[config.mk]
export PLATFORM = sky130hd
export DESIGN_NAME = hilo_muldiv_unit
export DESIGN_NICKNAME = d
export VERILOG_FILES = /design/src/rtl/hilo_muldiv_unit.sv
export SDC_FILE = /design/constraint.sdc
export NUM_CORES = 1
export LEC_CHECK = 0
export BUFFER_PORTS_ARGS = -buffer_cell sky130_fd_sc_hd__buf_2
export CAP_MARGIN = 30
export CORE_MARGIN = 3
export CORE_UTILIZATION = 40
export CTS_BUF_LIST = sky130_fd_sc_hd__clkbuf_8
export DETAILED_ROUTE_END_ITERATION = 8
export PLACE_DENSITY = 0.6
export SLEW_MARGIN = 40
export SYNTH_ARGS = -nofsm -noshare
export SYNTH_HDL_FRONTEND = slang
export SYNTH_SLANG_ARGS = --single-unit
[constraint.sdc]
create_clock -name clk -period 3.3 [get_ports clk]
set_input_delay 0.165 -clock clk [delete_from_list [all_inputs] [get_ports clk]]
set_output_delay 0.165 -clock clk [all_outputs]
set_load 0.01 [all_outputs]
[src/rtl/hilo_muldiv_unit.sv]
// Multi-cycle multiply/divide unit owning the architectural HI/LO registers.
// Multiply is shift-add retiring MUL_STEP multiplier bits per cycle; divide is
// restoring, one quotient bit per cycle. Signed ops run on magnitudes and get
// their signs restored in a single FIX cycle before HI/LO are written.
//
// state | meaning
// IDLE  | accepts MTHI/MTLO (same edge) or latches a mult/div
// CALC  | iterating; counter counts down to 0
// FIX   | sign correction; HI/LO written and done_o raised on exit
module hilo_muldiv_unit #(
  parameter int WIDTH    = 32,
  parameter int MUL_STEP = 1
) (
  input  logic             clk,
  input  logic             rst,
  input  logic             start_i,
  input  logic [2:0]       op_i,
  input  logic [WIDTH-1:0] a_i,
  input  logic [WIDTH-1:0] b_i,
  input  logic             flush_i,
  output logic             busy_o,
  output logic             done_o,
  output logic [WIDTH-1:0] hi_o,
  output logic [WIDTH-1:0] lo_o
);

  localparam int CW = $clog2(WIDTH + 1);
  localparam logic [CW-1:0] MUL_N = CW'(WIDTH / MUL_STEP);
  localparam logic [CW-1:0] DIV_N = CW'(WIDTH);

  localparam logic [2:0] OP_MULT  = 3'd1;
  localparam logic [2:0] OP_MULTU = 3'd2;
  localparam logic [2:0] OP_DIV   = 3'd3;
  localparam logic [2:0] OP_DIVU  = 3'd4;
  localparam logic [2:0] OP_MTHI  = 3'd5;
  localparam logic [2:0] OP_MTLO  = 3'd6;

  typedef enum logic [1:0] {IDLE, CALC, FIX} state_t;

  state_t               state, state_nxt;
  logic [CW-1:0]        cnt;
  logic [2*WIDTH-1:0]   acc;
  logic [WIDTH-1:0]     opnd;
  logic                 is_div, neg_q, neg_r, dz;

  logic                 take_start, accept_md, mt_hi, mt_lo, write_res;
  logic                 op_signed, op_div, a_sgn, b_sgn;
  logic [WIDTH-1:0]     a_mag, b_mag;
  logic [2*WIDTH-1:0]   mul_acc_nxt, div_acc_nxt;
  logic [WIDTH:0]       mul_sum, div_trial;
  logic [2*WIDTH-1:0]   prod_fix;
  logic [WIDTH-1:0]     q_fix, r_fix;
  logic [2*WIDTH-1:0]   res;

  // A squash in the same cycle drops the start; once busy, starts are ignored.
  assign take_start = (state == IDLE) && start_i && !flush_i;
  assign accept_md  = take_start && (op_i >= OP_MULT) && (op_i <= OP_DIVU);
  assign mt_hi      = take_start && (op_i == OP_MTHI);
  assign mt_lo      = take_start && (op_i == OP_MTLO);
  assign write_res  = (state == FIX) && !flush_i;
  assign busy_o     = (state != IDLE);

  // Operand magnitudes and result signs for the op being accepted.
  always_comb begin
    op_signed = (op_i == OP_MULT) || (op_i == OP_DIV);
    op_div    = (op_i == OP_DIV) || (op_i == OP_DIVU);
    a_sgn     = op_signed && a_i[WIDTH-1];
    b_sgn     = op_signed && b_i[WIDTH-1];
    a_mag     = a_sgn ? -a_i : a_i;
    b_mag     = b_sgn ? -b_i : b_i;
  end

  // One multiply iteration: MUL_STEP shift-add steps, multiplier in acc low half.
  always_comb begin
    mul_acc_nxt = acc;
    mul_sum     = '0;
    for (int i = 0; i < MUL_STEP; i++) begin
      mul_sum     = {1'b0, mul_acc_nxt[2*WIDTH-1:WIDTH]} +
                    (mul_acc_nxt[0] ? {1'b0, opnd} : '0);
      mul_acc_nxt = {mul_sum, mul_acc_nxt[WIDTH-1:1]};
    end
  end

  // One restoring-divide iteration: acc holds {remainder, dividend/quotient}.
  always_comb begin
    div_trial = {acc[2*WIDTH-1:WIDTH], acc[WIDTH-1]} - {1'b0, opnd};
    if (!div_trial[WIDTH])
      div_acc_nxt = {div_trial[WIDTH-1:0], acc[WIDTH-2:0], 1'b1};
    else
      div_acc_nxt = {acc[2*WIDTH-2:0], 1'b0};
  end

  // Sign correction applied during FIX; divide-by-zero forces an all-ones quotient.
  always_comb begin
    prod_fix = neg_q ? -acc : acc;
    q_fix    = dz ? '1 : (neg_q ? -acc[WIDTH-1:0] : acc[WIDTH-1:0]);
    r_fix    = neg_r ? -acc[2*WIDTH-1:WIDTH] : acc[2*WIDTH-1:WIDTH];
    res      = is_div ? {r_fix, q_fix} : prod_fix;
  end

  // Next-state logic; flush returns to IDLE from anywhere.
  always_comb begin
    state_nxt = state;
    case (state)
      IDLE:    if (accept_md) state_nxt = CALC;
      CALC:    if (cnt == CW'(1)) state_nxt = FIX;
      FIX:     state_nxt = IDLE;
      default: state_nxt = IDLE;
    endcase
    if (flush_i) state_nxt = IDLE;
  end

  // State register.
  always_ff @(posedge clk) begin
    if (rst) state <= IDLE;
    else     state <= state_nxt;
  end

  // Datapath, counter and the architectural HI/LO registers.
  always_ff @(posedge clk) begin
    if (rst) begin
      cnt    <= '0;
      acc    <= '0;
      opnd   <= '0;
      is_div <= 1'b0;
      neg_q  <= 1'b0;
      neg_r  <= 1'b0;
      dz     <= 1'b0;
      hi_o   <= '0;
      lo_o   <= '0;
      done_o <= 1'b0;
    end else begin
      done_o <= 1'b0;
      if (accept_md) begin
        is_div <= op_div;
        neg_q  <= a_sgn ^ b_sgn;
        neg_r  <= a_sgn;
        dz     <= op_div && (b_i == '0);
        cnt    <= op_div ? DIV_N : MUL_N;
        if (op_div) begin
          acc  <= {{WIDTH{1'b0}}, a_mag};
          opnd <= b_mag;
        end else begin
          acc  <= {{WIDTH{1'b0}}, b_mag};
          opnd <= a_mag;
        end
      end else if (state == CALC) begin
        acc <= is_div ? div_acc_nxt : mul_acc_nxt;
        cnt <= flush_i ? '0 : cnt - CW'(1);
      end
      if (mt_hi) hi_o <= a_i;
      if (mt_lo) lo_o <= a_i;
      if (write_res) begin
        hi_o   <= res[2*WIDTH-1:WIDTH];
        lo_o   <= res[WIDTH-1:0];
        done_o <= 1'b1;
      end
    end
  end

endmodule

# Word level (Yosys, flattened, before mapping)
# Cells that the tools add are included.
# op_classes
n_addsub	8
reduce_logical	22
n_eq_ne	10
bitwise	1
magnitude_cmp	2
mux	25
# op_table
operator	count
2-to-1 mux 32 bit	12
2-to-1 mux 64 bit	6
negation 32 bit	4
negation 64 bit	1
adder 32 x 32 -> 33 bit	1
subtractor 33 x 32 -> 33 bit	1
logical NOT 32 bit	1
2-to-1 mux 6 bit	3
logical AND 1 bit	10
equality test 3 bit, second input constant	3
nonzero test 2 bit	4
equality test 6 x 1 -> 1 bit, second input constant	1
subtractor 6 x 1 -> 6 bit, second input constant	1
2-to-1 mux 2 bit	2
inequality test 2 bit, second input constant	2
case mux 2 bit (2 select lines)	1
OR reduction 2 bit	2
equality test 3 x 1 -> 1 bit, second input constant	1
equality test 3 x 2 -> 1 bit, second input constant	1
greater-or-equal comparator 3 x 1 -> 1 bit, second input constant	1
<= comparator 3 bit, second input constant	1
equality test 2 x 1 -> 1 bit, second input constant	1
equality test 2 bit, second input constant	1
logical NOT 2 bit	1
other kinds (5)	6
# totals
register_bits	173
input_bits	71
output_inout_bits	66

# Logic depth before layout (Yosys ltp)
# depth
depth_word	7
mapped_depth	15

# Least setup slack after synthesis
# OpenSTA, ideal clock, no wires.
# synth_path
kind	register to register
start	register acc[0]
end	register acc[57]
stages_incl_launch_ff	15
path_buffers	1
path_slack_ns	-0.147
arrival_ns	3.331
period_less_slack_ns	3.447
setup_ns	0.116
cell_sequence	dfxtp_1 > inv_1 > buf_1 > nor2_1 > ha_1 > a21o_1 > a21o_1 > a221oi_1 > o22ai_1 > a311oi_1 > o31ai_1 > a21boi_0 > xor2_1 > o221ai_1 > a31o_2
# synth_between
elab_chain_len	5
# synth_rtl
element	line_no	source
start: declaration	42	logic [2*WIDTH-1:0] acc;
start signal: assignment	141	acc <= {{WIDTH{1'b0}}, a_mag};
start signal: assignment	144	acc <= {{WIDTH{1'b0}}, b_mag};
start signal: assignment	148	acc <= is_div ? div_acc_nxt : mul_acc_nxt;
2-to-1 mux 32 bit	79	(mul_acc_nxt[0] ? {1'b0, opnd} : '0);
adder 32 x 32 -> 33 bit	78	mul_sum = {1'b0, mul_acc_nxt[2*WIDTH-1:WIDTH]} +
2-to-1 mux 64 bit	148	
2-to-1 mux 64 bit	147	end else if (state == CALC) begin
2-to-1 mux 64 bit	134	if (accept_md) begin
# No other way between the ends. The select of a mux whose other input is x is not followed.
# A chain may end at the register's enable or synchronous reset.

# Worst setup path in the final report
# layout_path
start	register opnd[15]
end	register acc[38]
# layout_between
elab_chain_len	5
# layout_rtl
element	line_no	source
start: declaration	43	logic [WIDTH-1:0] opnd;
start signal: assignment	142	opnd <= b_mag;
start signal: assignment	145	opnd <= a_mag;
subtractor 33 x 32 -> 33 bit	86	div_trial = {acc[2*WIDTH-1:WIDTH], acc[WIDTH-1]} - {1'b0, opnd};
2-to-1 mux 64 bit	87	if (!div_trial[WIDTH])
2-to-1 mux 64 bit	148	
2-to-1 mux 64 bit	147	
2-to-1 mux 64 bit	134	
# No other way between the ends. The select of a mux whose other input is x is not followed.

==> flow_metrics.env <==
export IMPL_run_status="finished, final reports clean"
export IMPL_placed_cells=2496
export IMPL_gp_congestion=0.925
export IMPL_grt_pass1_vias=14800
export IMPL_async_reset_ff_share_pct=0
export IMPL_slowest_delay_ps=380
export IMPL_setup_viol=0
export IMPL_io_pins=137
export IMPL_wl_per_cell_um=21.3
export IMPL_syn_mean_instance_area_sq_um=7.66
export IMPL_fin_crit_ps=3200
export IMPL_rr_worst_depth=15
export IMPL_finalNetCount=2219
export IMPL_cts_sinks=173
export IMPL_synth_area_top_cells="dfxtp_1, mux2i_1, a21oi_1"
export IMPL_drc=0
export IMPL_hold_path_depth=3
export IMPL_port_buffers=136
export IMPL_drive_gt1_share_pct=21.3
export IMPL_cts_root_buffer="clkbuf_8"
export IMPL_crit_chain="inv_1 > ha_4 > nand4_1 > nor3_2 > o211ai_1 > a21oi_1 > nor2_1 > o211ai_1 > buf_4 > xor2_4 > buf_12 > buf_4 > mux2i_1 > a21oi_1 > a21o_1"
export IMPL_synth_edf_count=0
export IMPL_initial_core_util_pct=40.8
export IMPL_antenna_found_initial=0
export IMPL_fin_ws_ps=95.1
export IMPL_p_per_area_nw_per_um2=333
export IMPL_cp_slowest_cell="dfxtp_1"
export IMPL_hpwl_um=40600
export IMPL_maxSlewViolCount=0
export IMPL_worstSetupStartpointType="register"
export IMPL_finalNonFillerCells=2543
export IMPL_synth_area_sq_um=14200
export IMPL_path_clk_slew_ps=100
export IMPL_cp_depth=15
export IMPL_p_leak_nw=7.75
export IMPL_gr_total_overflow=0
export IMPL_ys_ff_latch=173
export IMPL_grt_pass1_wl_um=82900
export IMPL_worstMarginPinSlew_ps=821
export IMPL_worstSetupPathType="register to register"
export IMPL_max_freq_mhz=312
export IMPL_worst_slew_margin_rel_pct=45.0
export IMPL_synth_cell_types=75
export IMPL_rsz0062_at_grt="true"
export IMPL_final_area_sq_um=17200
export IMPL_die_x_um=194
export IMPL_dieArea_sq_um=37700
export IMPL_ys_seq_area_share_pct=24.4
export IMPL_grt_max_degree=75
export IMPL_ant_nets=0
export IMPL_worst_skew_pair_late_latency_ps=500
export IMPL_dpl_cell_area_sq_um=16400
export IMPL_crit_required_ps=3700
export IMPL_wl_um=54100
export IMPL_yosys_area_top_type="dfxtp_1"
export IMPL_maxCapViolations=0
export IMPL_areaGrowthSynthToFinish_pct=21.7
export IMPL_vias=15200
export IMPL_critPathMaxFanout=6
export IMPL_row_count=68
export IMPL_cts_buffer_depth=2
export IMPL_numCtsBuffers=17
export IMPL_end_kind="register"
export IMPL_ir_worst_vdd_uv=221
export IMPL_track_usage_pct=27.3
export IMPL_final_core_util_pct=49.7
export IMPL_via_per_inst=5.99
export IMPL_arrival_ps=3610
export IMPL_syn_nets=1993
export IMPL_cp_num_buf_inv=4
export IMPL_core_area_sq_um=34700
export IMPL_synth_warnings=0
export IMPL_hp_class="input port to register"
export IMPL_place_ws_ps=-130
export IMPL_yosysTopAreaCellShare_pct=24.4
export IMPL_min_period_over_period_pct=97.1
export IMPL_synth_cells=1850
export IMPL_hold_violations=0
export IMPL_clock_skew_ps=16.5
export IMPL_fin_hold_ws_ps=28.7
export IMPL_dr_pass1_iters=7
export IMPL_critPathTopFamily="compound AO/OA/AOI/OAI gates"
export IMPL_n_antenna_cell=0
export IMPL_synthFlopType="dfxtp_1"
export IMPL_drt_iter0_drc=1412
export IMPL_cts_max_level=4
export IMPL_num_fill_cells=3423
export IMPL_cts_tree="done"
export IMPL_die_y_um=194
synth_stat cells, drive strengths merged (8+ instances only):
master  instances
nand2b         14
o21a            9
or3            17
and2           14
nor3           67
nand3          22
nor2          242
a21oi         196
xor2          102
nor4           14
a211oi         42
mux2i          98
a21o           41
dfxtp         173
o211ai          8
a31oi          16
o41ai          12
xnor2          80
a22oi          15
a221oi         43
clkbuf        104
buf            20
o31ai          23
nand2          91
or4            11
inv            66
nand4          11
nor2b          16
a222oi         36
o21ai          86
ha             70
metal layers:
layer	vias to the layer above	global-route usage, %	part of all wire [%]
met3	110	4.60	6.5
li1	7243	-	-
met4	0	10.3	3.3
met2	573	45.1	47
met5	-	0	0
met1	7294	35.8	43
metrics by stage:
| stage | total power, W | setup TNS [ps] |
|---|---|---|
| detailed placement | 0.00393 | -218 |
| global route | 0.00598 | -30.0 |
| global placement | 0.00392 | -11.8 |
| CTS | 0.00560 | 0 |
| finish | 0.00575 | 0 |
| floorplan | 0.00328 | 0 |
tightest hold or removal path: stages:
cell and delay, ps:
buf_2 140, inv_1 110, a211oi_1 70
final timing paths:
kind	to	slack [ps]	from
worst max-delay path	acc[38]	100	opnd[15]
worst min-delay path	opnd[0]	30	a_i[0]
worst max register to register	acc[38]	100	opnd[15]
worst min register to register	dz	480	dz
sequential cells by signal, indices dropped and copies added (netlist names):
signal	cells
state	2
lo_o	32
is_div	1
acc	64
neg_r	1
cnt	6
neg_q	1
dz	1
done_o	1
opnd	32
hi_o	32
cell families after synthesis:
family	share of synthesized area, %
xor gates and xnor gates	11.2
muxes	7.24
adders and majority gates	6.46
and+or+nand+nor	18.3
buffers and inverters	5.14
DFF	24.4
AOI/OAI and AO/OA	27.2
power breakdown:
part,internal (W),total (W),switching (W)
clock,0.000780,0.00165,0.000873
combinational,0.000836,0.00185,0.00101
sequential,0.00215,0.00224,0.0000913
total,0.00377,0.00575,0.00198
cell usage in the layout (no fill, tap or decap), drive strengths merged, types with 14 or more instances in the layout:
cell type / instances
o21ai: 86
nor2b: 16
nor3: 67
xnor2: 80
and2: 14
a211oi: 42
a21oi: 196
a21o: 41
ha: 70
clkbuf: 20
or3: 17
nand2b: 14
dfxtp: 173
a22oi: 15
nor2: 242
xor2: 102
a31oi: 16
nand2: 91
mux2i: 98
a221oi: 43
nand3: 22
nor4: 14
a222oi: 36
inv: 70
o31ai: 23
buf: 329
layout make-up:
cell class,count,area (sq um),area share (%)
clock inverters,12,148,0.856
multi-input cells,1487,10300,59.7
repair buffers,331,2250,13.1
inverters,66,250,1.45
well taps,455,569,3.30
clock buffers,19,262,1.52
flip-flops and latches,173,3480,20.2
repair_timing:
item                                    in CTS  in global routing
endpoints found under the setup margin       5                 36
endpoints found under the hold margin        2                  0
hold buffers                                 1                  0
pin swaps                                    2                 17
buffers inserted                             6                  8
resized for setup                            5                 64
cloned                                       0                  1
Note: power is estimated with default switching activity, not from simulation.
